<file path="config.mk">
export PLATFORM = sky130hd
export DESIGN_NAME = geri_yaz_asamasi_flat
export DESIGN_NICKNAME = d
export VERILOG_FILES = /design/src/rtl/geri_yaz_asamasi_if.sv /design/src/rtl/geri_yaz_asamasi.sv /design/src/flat_wrapper.sv
export SDC_FILE = /design/constraint.sdc
export NUM_CORES = 1
export LEC_CHECK = 0
export CAP_MARGIN = 25
export CORE_UTILIZATION = 39
export CTS_CLUSTER_SIZE = 14
export DETAILED_ROUTE_END_ITERATION = 8
export PLACE_DENSITY = 0.83
export SYNTH_ARGS = -nofsm -noshare
export SYNTH_HDL_FRONTEND = slang
export SYNTH_SLANG_ARGS = --single-unit
export TNS_END_PERCENT = 5
</file>
<file path="constraint.sdc">
create_clock -name clk_i -period 1.1 [get_ports clk_i]
set_clock_uncertainty 0.05 [all_clocks]
set_input_delay 0.165 -clock clk_i [delete_from_list [all_inputs] [get_ports clk_i]]
set_output_delay 0.165 -clock clk_i [all_outputs]
set_load 0.1 [all_outputs]
</file>
<file path="src/rtl/geri_yaz_asamasi_if.sv">
// rtl/geri_yaz_asamasi_if.sv - execute-to-writeback input bundle and register-file write request bundle
// master drives the execute-side candidates and observes the write request; slave is the write-back stage.
interface geri_yaz_asamasi_if;
   logic [4:0]  yrt_rd_adres_i;
   logic [31:0] yrt_rd_deger_i;
   logic [2:0]  yrt_mikroislem_i;
   logic [31:0] yrt_carpma_deger_i;
   logic [30:0] yrt_ps_artmis_i;
   logic [4:0]  cyo_yaz_adres_o;
   logic [31:0] cyo_yaz_deger_o;
   logic        cyo_yaz_yazmac_o;

   modport master (
      output yrt_rd_adres_i, yrt_rd_deger_i, yrt_mikroislem_i,
             yrt_carpma_deger_i, yrt_ps_artmis_i,
      input  cyo_yaz_adres_o, cyo_yaz_deger_o, cyo_yaz_yazmac_o
   );

   modport slave (
      input  yrt_rd_adres_i, yrt_rd_deger_i, yrt_mikroislem_i,
             yrt_carpma_deger_i, yrt_ps_artmis_i,
      output cyo_yaz_adres_o, cyo_yaz_deger_o, cyo_yaz_yazmac_o
   );
endinterface

</file>
<file path="src/rtl/geri_yaz_asamasi.sv">
// rtl/geri_yaz_asamasi.sv - write-back stage: selects the retiring value and registers the register-file write
// One pipeline register between execute and decode; stall holds it, async reset clears it.
module geri_yaz_asamasi (
   input  logic                 clk_i,
   input  logic                 rst_ni,
   input  logic                 durdur_i,
   geri_yaz_asamasi_if.slave    bus
);

   localparam logic [2:0] MO_YOK   = 3'b000;
   localparam logic [2:0] MO_ALU   = 3'b001;
   localparam logic [2:0] MO_CARP  = 3'b010;
   localparam logic [2:0] MO_BAGLA = 3'b011;

   logic [31:0] secili_deger;
   logic        secili_yazmac;

   always_comb begin
      secili_deger  = 32'h0000_0000;
      secili_yazmac = 1'b0;
      case (bus.yrt_mikroislem_i)
         MO_ALU: begin
            secili_deger  = bus.yrt_rd_deger_i;
            secili_yazmac = 1'b1;
         end
         MO_CARP: begin
            secili_deger  = bus.yrt_carpma_deger_i;
            secili_yazmac = 1'b1;
         end
         MO_BAGLA: begin
            secili_deger  = {bus.yrt_ps_artmis_i, 1'b0};
            secili_yazmac = 1'b1;
         end
         default: begin
            secili_deger  = 32'h0000_0000;
            secili_yazmac = 1'b0;
         end
      endcase
      // x0 is hardwired to zero, so never request a write to it
      if (bus.yrt_rd_adres_i == 5'd0) begin
         secili_yazmac = 1'b0;
      end
   end

   always_ff @(posedge clk_i or negedge rst_ni) begin
      if (!rst_ni) begin
         bus.cyo_yaz_adres_o  <= 5'd0;
         bus.cyo_yaz_deger_o  <= 32'h0000_0000;
         bus.cyo_yaz_yazmac_o <= 1'b0;
      end else if (!durdur_i) begin
         bus.cyo_yaz_adres_o  <= bus.yrt_rd_adres_i;
         bus.cyo_yaz_deger_o  <= secili_deger;
         bus.cyo_yaz_yazmac_o <= secili_yazmac;
      end
   end

endmodule

</file>
<file path="src/flat_wrapper.sv">
// flat-port wrapper written by rule: the top's interface ports become plain ports
module geri_yaz_asamasi_flat 
  (clk_i, rst_ni, durdur_i, bus_yrt_rd_adres_i, bus_yrt_rd_deger_i, bus_yrt_mikroislem_i, bus_yrt_carpma_deger_i, bus_yrt_ps_artmis_i, bus_cyo_yaz_adres_o, bus_cyo_yaz_deger_o, bus_cyo_yaz_yazmac_o);
  geri_yaz_asamasi_if bus_i ();
  input  logic clk_i;
  input  logic rst_ni;
  input  logic durdur_i;
  input wire logic [$bits(bus_i.yrt_rd_adres_i)-1:0] bus_yrt_rd_adres_i;
  input wire logic [$bits(bus_i.yrt_rd_deger_i)-1:0] bus_yrt_rd_deger_i;
  input wire logic [$bits(bus_i.yrt_mikroislem_i)-1:0] bus_yrt_mikroislem_i;
  input wire logic [$bits(bus_i.yrt_carpma_deger_i)-1:0] bus_yrt_carpma_deger_i;
  input wire logic [$bits(bus_i.yrt_ps_artmis_i)-1:0] bus_yrt_ps_artmis_i;
  output wire logic [$bits(bus_i.cyo_yaz_adres_o)-1:0] bus_cyo_yaz_adres_o;
  output wire logic [$bits(bus_i.cyo_yaz_deger_o)-1:0] bus_cyo_yaz_deger_o;
  output wire logic [$bits(bus_i.cyo_yaz_yazmac_o)-1:0] bus_cyo_yaz_yazmac_o;
  assign bus_i.yrt_rd_adres_i = bus_yrt_rd_adres_i;
  assign bus_i.yrt_rd_deger_i = bus_yrt_rd_deger_i;
  assign bus_i.yrt_mikroislem_i = bus_yrt_mikroislem_i;
  assign bus_i.yrt_carpma_deger_i = bus_yrt_carpma_deger_i;
  assign bus_i.yrt_ps_artmis_i = bus_yrt_ps_artmis_i;
  assign bus_cyo_yaz_adres_o = bus_i.cyo_yaz_adres_o;
  assign bus_cyo_yaz_deger_o = bus_i.cyo_yaz_deger_o;
  assign bus_cyo_yaz_yazmac_o = bus_i.cyo_yaz_yazmac_o;
  geri_yaz_asamasi u_core (.clk_i(clk_i), .rst_ni(rst_ni), .durdur_i(durdur_i), .bus(bus_i));
endmodule
</file>
# Word level (Yosys, flattened, before mapping)
# Index checks and enable logic that the tools add are counted.
# op_classes
n_mux,3
eq_ne,3
n_reduce_logical,2
# op_table
op,n
one-hot mux 32 bit (3 select lines),1
== test 3 x 2 -> 1 bit (second input constant),2
zero test 5 bit,1
== test 3 x 1 -> 1 bit (second input constant),1
OR reduction 3 bit,1
two-way mux 1 bit,2
# word_totals
out_inout_bits,38
wordCells,11
register_bits,38
in_bits,106

# Depth between registers and ports, before layout
# Gate-level depths: netlist of the first run.
# logic_depth
word_depth,4
ltp_mapped,5
ltp_nobuf,3

# Worst setup path after synthesis of the first run
# No wires, ideal clock.
# synth_timing
path_type,reg2reg
from,"reg, netlist name u_core.bus.cyo_yaz_adres_o[0]"
to,reg u_core.bus.cyo_yaz_adres_o[0]
setup_ns,0.126
arrival_ns,1.134
stages_incl_launch_ff,2
synth_period_minus_slack_ns,1.310
required_time_ns,0.924
n_path_buf,0
path_slack_ns,-0.210
path_cell_list,dfrtp_1 > mux2_2
# synth_lines
element,line_no,source
"end signal, assigned",geri_yaz_asamasi.sv:51,bus.cyo_yaz_adres_o <= bus.yrt_rd_adres_i;
"end, declared",geri_yaz_asamasi_if.sv:22,"output cyo_yaz_adres_o, cyo_yaz_deger_o, cyo_yaz_yazmac_o"

# Worst setup path in the final report of the first run
# layout_timing
from,reg u_core.bus.cyo_yaz_deger_o[1]
to,out bus_cyo_yaz_deger_o[1]
# layout_lines
element,line_no,source
"start, declared",geri_yaz_asamasi_if.sv:22,
"start signal, assigned",geri_yaz_asamasi.sv:52,bus.cyo_yaz_deger_o <= secili_deger;
"end, declared",flat_wrapper.sv:14,output wire logic [$bits(bus_i.cyo_yaz_deger_o)-1:0] bus_cyo_yaz_deger_o;
# No word-level cell between the ends.

==> results of run 1 <==
==> through the flow <==
| step | power (mW) | worst slack (ps) | hold slack, ps |
|---|---|---|---|
| 6_report | 4.97 | -20.3 | 313 |
| 3_3_place_gp | 3.93 | -300 | 99.9 |
| 3_5_place_dp | 3.97 | -344 | 98.6 |
| 2_1_floorplan | 2.86 | -210 | -181 |
| 4_1_cts | 5.00 | -30.5 | 304 |
| 5_1_grt | 5.14 | -44.8 | 334 |
==> tightest hold or removal path, cell delays in order <==
cell and delay (ps):
dlygate4sd3_1 520, buf_2 120, buf_12 220
==> layout make-up <==
cell class	count	area (sq um)
flip-flops and latches	38	955
fillers	315	973
clock buffers	7	86.3
clock inverters	1	5.00
multi-input cells	139	1100
repair buffers	161	2030
well taps	70	87.6
==> routing by layer <==
layer,track usage,vias up
li1,-,1043
met1,0.276,1108
met2,0.461,101
met3,0.0750,12
met4,0.0865,0
met5,0,-
==> kinds of logic after synthesis <==
group                  Yosys count  synth area share
multiplexers                    36             0.168
AO/OA/AOI/OAI                   66             0.262
flip-flops                      38             0.435
buffers and inverters           21            0.0693
AND/OR/NAND/NOR                 37            0.0658
==> layout by cell type, fill, tap and decap left out, types with 2 or more instances in the layout <==
cell	netlist	final
a21o_1	31	31
a22o_1	2	2
a32o_1	31	31
buf_12	2	44
buf_2	11	3
buf_4	3	9
clkbuf_8	0	6
clkdlybuf4s50_1	0	101
dfrtp_1	38	35
dfrtp_2	0	3
mux2_2	5	5
mux2i_1	31	31
nand2_1	33	33
==> how the worst max path moves through the flow <==
stage | from | to | slack (ps) | depth (start not counted)
6_report | u_core.bus.cyo_yaz_deger_o[1]$_DFFE_PN0N_ | bus_cyo_yaz_deger_o[1] | -20 | 1
5_1_grt | u_core.bus.cyo_yaz_deger_o[20]$_DFFE_PN0N_ | bus_cyo_yaz_deger_o[20] | -40 | 1
4_1_cts | u_core.bus.cyo_yaz_deger_o[20]$_DFFE_PN0N_ | bus_cyo_yaz_deger_o[20] | -30 | 1
3_5_place_dp | durdur_i | u_core.bus.cyo_yaz_deger_o[20]$_DFFE_PN0N_ | -340 | 5
3_3_place_gp | durdur_i | u_core.bus.cyo_yaz_deger_o[1]$_DFFE_PN0N_ | -300 | 5
2_1_floorplan | u_core.bus.cyo_yaz_adres_o[3]$_DFFE_PN0N_ | u_core.bus.cyo_yaz_adres_o[3]$_DFFE_PN0N_ | -210 | 1
==> flip-flops by register name, indices dropped and copies added, names as in the netlist <==
signal and cells:
u_core.bus.cyo_yaz_deger_o 32, u_core.bus.cyo_yaz_adres_o 5, u_core.bus.cyo_yaz_yazmac_o 1
==> report_power, final <==
part	switching [mW]	internal, mW
registers	0.130	1.51
logic	1.27	1.05
clock network	0.504	0.506
total	1.90	3.07
==> timing repair <==
item / CTS / global route
hold buffers: 1 / 0
endpoints found under the hold margin: 38 / 0
setup endpoints to repair: 69 / 69
resized for setup: 6 / 1
gates cloned: 1 / 0
pin swaps: 0 / 1
buffers inserted: 1 / 1
==> metrics.csv, run 1 <==
metric,value,unit
Netlist cell types,18,
slew margin rel.,0.846,
drt first pass iters,4,
Post-synth top cells,"dfrtp_1, nand2_1, a21o_1, a32o_1, mux2i_1",
first-pass GRT wire length,11600,microns
maximum vdd drop,0.919,mV
Syn Area/Cell,11.0,sq um
failing checks,setup timing,
die height,76.9,microns
vias in the first global route,2388,
drt total wl,7170,microns
H-tree depth,2,
total negative slack,-224,ps
"Cell Area, Synth",2190,sq um
status,finished with violations,
Placed Cells,404,
highest metal used,met4,
slew at the pin with the worst max-slew slack,224,ps
period utilization,1.02,
Leakage,1.95,nW
crit-path max cell delay,430,ps
vias per cell,5.44,
RSZ-0062 raised after global routing,true,
Overall Global Routing Usage,0.253,
Site Rows,26,
r2r endpoint,u_core.bus.cyo_yaz_deger_o[3]$_DFFE_PN0N_,
Buffers on Ports,143,
I/O Pins,144,
most frequent cell after synthesis,dfrtp_1,
CTS max path bufs,2,
Area growth syn-to-layout,95.1,%
Syn Inst Count,198,
Pins Over Slew Limit,0,
Synth Flop Type,dfrtp_1,
clk_lat worst skew,290,ps
DRT met1 WL,2700,microns
Fmax,893,MHz
sequential share of the synthesized area,0.435,
Final Critical Period,1120,ps
Worst setup SP type,register,
root buffer cell,clkbuf_8,
met3 WL,532,microns
Diodes inserted,0,
yosys warns,0,
DR iter-0 viols,83,
Starting Density,0.417,
Nets,451,
share of layout cells above drive strength 1,0.220,
Final setup violation count,27,
Seq cells post-synth,38,
Die Wd,76.9,microns
TritonCTS Buffers,5,
grt ovf,0,
GPL Wtd Cong,0.711,
Post-DRT Antenna Nets,0,
metal2 WL,3790,microns
Final HPWL DP,5430,microns
Non-Filler Instances,416,
CP Cell Sequence,buf_12,
Crit Path Category,reg -> out,
wire length per cell,17.2,microns
post-layout util,0.814,
Worst R2R Path Depth,2,
Buf/Inv on CP,1,
CP required,880,ps
clock-pin slew on the worst setup and hold paths,80,ps
core area,5240,sq um
flop2flop setup slack,180,ps
"EDFF count, synth",0,
DP Area,4100,sq um
cell family with most CP delay,flip-flops,
pin count of the biggest net entering global routing,39,
pwr/cell area,1170,nW/um^2
R2R Path Start,u_core.bus.cyo_yaz_deger_o[3]$_DFFE_PN0N_,
CP arrival,910,ps
post-route cell area,4260,sq um
number of clock sinks,38,
crit-path max FO,2,
Synth Net Count,304,
TritonCTS clock tree,built,
die area,5910,sq um
via count,2264,
worst hold path type,in -> async,
Synth area leader,dfrtp_1,
Setup crit end kind,output port,
# Max-Cap Violations,0,
"Hold Vio Cnt, Final",0,
largest cells by area after synthesis,"dfrtp_1, a32o_1, mux2i_1",
CP max-delay cell,dfrtp_1,
initial antenna violation count,0,
Synth async-reset ratio,1.00,
drc violations,0,
area share of the largest cell type after synthesis,0.435,
min setup slack post-route,-20.3,ps
No activity file was read; power rests on OpenSTA's default activity.
==> run 2, diff against run 1 <==
ABC_AREA = 1   (was default)
CORE_UTILIZATION = 41   (was 39)
PLACE_DENSITY = 0.87   (was 0.83)
==> run 2 against run 1 <==
The run still ends with setup timing left. Combinational power rose by 2%. Sequential share of layout area fell by 1.3 points. Total power rose by 9.7%. Worst hold slack got worse by 120 ps. Sequential power barely moved. Critical path type unchanged. Critical endpoint is now bus_cyo_yaz_deger_o[5]. Largest cell class unchanged.
==> metrics.csv, run 2 <==
metric,value,unit,change
status,finished with violations,,
failing checks,setup timing,,
H-tree depth,2,,unchanged
pin count of the biggest net entering global routing,39,,unchanged
GPL Wtd Cong,0.845,,+19%
root buffer cell,clkbuf_8,,
FILL cells,361,,+15%
largest cells by area after synthesis,"dfrtp_1, nand4_1, nand2_1",,
max reg flops,32,,unchanged
number of clock sinks,38,,unchanged
grt ovf,0,,unchanged
Synth Net Count,430,,+41%
post-route cell area,4530,sq um,+6.3%
crit-path max FO,2,,unchanged
RSZ-0062 raised after global routing,true,,
Synth area leader,dfrtp_1,,
metal2 WL,4380,microns,+15%
most frequent cells in the layout,"nand2_1, clkdlybuf4s50_1, nand4_1",,
share of layout cells above drive strength 1,0.173,,-0.0465
Final setup violation count,24,,-11%
Synth Flop Type,dfrtp_1,,
Synth async-reset ratio,1.00,,unchanged
Netlist cell types,15,,-3
Overall Global Routing Usage,0.274,,+0.0212
cell family with most CP delay,flip-flops,,
Buf/Inv on CP,1,,unchanged
yosys warns,0,,unchanged
crit-path max cell delay,440,ps,about the same
initial antenna violation count,0,,unchanged
clk_lat worst skew,290,ps,about the same
Nets,567,,+26%
Biggest register,u_core.bus.cyo_yaz_deger_o,,
CP arrival,930,ps,+20 ps
worst hold path type,in -> reg,,
CTS max path bufs,2,,unchanged
# Max-Cap Violations,0,,unchanged
Multi-input gate area,1190,sq um,+8.3%
drc violations,0,,unchanged
total negative slack,-331,ps,-107 ps
Buffers on Ports,143,,unchanged
Tot Pwr,5.46,mW,+9.7%
core area,5640,sq um,+7.7%
DRT met1 WL,3220,microns,+19%
vias in the first global route,2824,,+18%
Starting Density,0.435,,+0.0173
drt total wl,8440,microns,+18%
CP max-delay cell,dfrtp_1,,
"most common cell after layout, fill and taps aside",nand2_1,,
wire length per cell,15.8,microns,-8.4%
maximum vdd drop,0.769,mV,-16%
DP Area,4380,sq um,+6.8%
sequential share of the synthesized area,0.388,,-0.0473
most frequent cell after synthesis,nand2_1,,
via count,3066,,+35%
Die Wd,79.3,microns,+3.2%
flop2flop setup slack,330,ps,+150 ps
Diodes inserted,0,,unchanged
pwr/cell area,1200,nW/um^2,+3.3%
Final Critical Period,1150,ps,+28.8 ps
Final HPWL DP,6220,microns,+15%
die area,6290,sq um,+6.5%
sequential cell area,955,sq um,unchanged
vias per cell,5.74,,+5.5%
slew at the pin with the worst max-slew slack,237,ps,+12.8 ps
min setup slack post-route,-49.1,ps,-28.8 ps
drt first pass iters,4,,unchanged
I/O Pins,144,,unchanged
Fmax,870,MHz,-2.5%
"EDFF count, synth",0,,unchanged
die height,79.3,microns,+3.2%
clock-pin slew on the worst setup and hold paths,80,ps,about the same
TritonCTS clock tree,built,,
TritonCTS Buffers,5,,unchanged
DR iter-0 viols,188,,+130%
Syn Area/Cell,7.57,sq um,-31%
Worst setup SP type,register,,
Leakage,2.06,nW,+6.0%
CP Cell Sequence,buf_12,,
Syn Inst Count,324,,+64%
period utilization,1.04,,+0.0262
"Hold Vio Cnt, Final",0,,unchanged
Seq cells post-synth,38,,unchanged
Crit Path Category,reg -> out,,
CP required,880,ps,about the same
Pins Over Slew Limit,0,,unchanged
Post-synth top cells,"nand2_1, nand4_1, dfrtp_1",,
highest metal used,met4,,
first-pass GRT wire length,13200,microns,+14%
Post-DRT Antenna Nets,0,,unchanged
Site Rows,27,,+3.8%
"Cell Area, Synth",2450,sq um,+12%
biggest regs,"u_core.bus.cyo_yaz_deger_o x32, u_core.bus.cyo_yaz_adres_o x5, u_core.bus.cyo_yaz_yazmac_o x1",,
Area growth syn-to-layout,84.7,%,
Fin Hold WS,192,ps,-121 ps
slew margin rel.,0.842,,-0.00422
area share of the largest cell type after synthesis,0.388,,-0.0473
met3 WL,637,microns,+20%
Setup crit end kind,output port,,
## run 2: cell types whose count changed after synthesis, moves of 3 or more
cell / previous run / this run
nand4_1: 0 / 96
nand2_1: 33 / 108
nand3_1: 0 / 32
a21o_1: 31 / 0
a32o_1: 31 / 0
mux2i_1: 31 / 0
buf_4: 3 / 14
buf_6: 2 / 9
mux2_2: 5 / 0
inv_1: 0 / 3
o21ai_0: 0 / 3
## run 2: layout make-up
type                            instances  area share
Clock buffer                            5      0.0152
Clock inverter                          3      0.0152
Inverter                                7     0.00690
Multi-Input combinational cell        241       0.263
Sequential cell                        38       0.211
Tap cell                               72      0.0199
Timing Repair Buffer                  168       0.469
## run 2: tightest hold or removal path, cell delays in order
cell and delay, ps:
dlymetal6s2s_1 120, a21oi_1 80, nand3_1 80, nand2_1 50
## run 2: path summary, 6_finish.rpt
path                                                           start                                    endpoint  cells past startpoint
setup / recovery           u_core.bus.cyo_yaz_deger_o[5]$_DFFE_PN0N_                      bus_cyo_yaz_deger_o[5]                      1
setup reg to reg           u_core.bus.cyo_yaz_adres_o[4]$_DFFE_PN0N_   u_core.bus.cyo_yaz_adres_o[4]$_DFFE_PN0N_                      2
min in group asynchronous                                     rst_ni  u_core.bus.cyo_yaz_deger_o[18]$_DFFE_PN0N_                      3
hold reg to reg            u_core.bus.cyo_yaz_adres_o[3]$_DFFE_PN0N_   u_core.bus.cyo_yaz_adres_o[3]$_DFFE_PN0N_                      2
hold / removal                               bus_yrt_mikroislem_i[2]     u_core.bus.cyo_yaz_yazmac_o$_DFFE_PN0N_                      4
max in group asynchronous                                     rst_ni   u_core.bus.cyo_yaz_adres_o[2]$_DFFE_PN0N_                      3
## run 2: kinds of logic (layout without fill, tap and decap cells)
group | count (synthesis) | count (layout) | synth area share
buffers and inverters | 45 | 183 | 0.127
AND/OR/NAND/NOR | 237 | 237 | 0.477
flip-flops | 38 | 38 | 0.388
AO/OA/AOI/OAI | 4 | 4 | 0.00816
## run 2: power breakdown
| part | switching (mW) | internal (mW) | total (mW) |
|---|---|---|---|
| clock network | 0.527 | 0.909 | 1.44 |
| logic | 1.37 | 0.991 | 2.36 |
| registers | 0.142 | 1.52 | 1.66 |
## run 2: routing by layer
layer,vias to the layer above,GRT usage
met5,-,0
met4,0,0.100
met3,21,0.0517
met2,191,0.478
met1,1412,0.334
li1,1442,-
## run 2: per-stage QoR
stage	util	setup slack, ps	std cells
2_1_floorplan	-	-106	324
3_3_place_gp	0.776	-272	525
3_5_place_dp	0.776	-301	525
4_1_cts	0.803	-59.4	534
5_1_grt	0.803	-76.3	534
6_report	0.803	-49.1	534
## run 2: what timing repair did
action	CTS	global route
pin swaps	0	2
hold endpoints to repair	38	0
buffers inserted	0	0
gates resized for setup	0	1
setup endpoints to repair	37	68
hold buffers	1	0
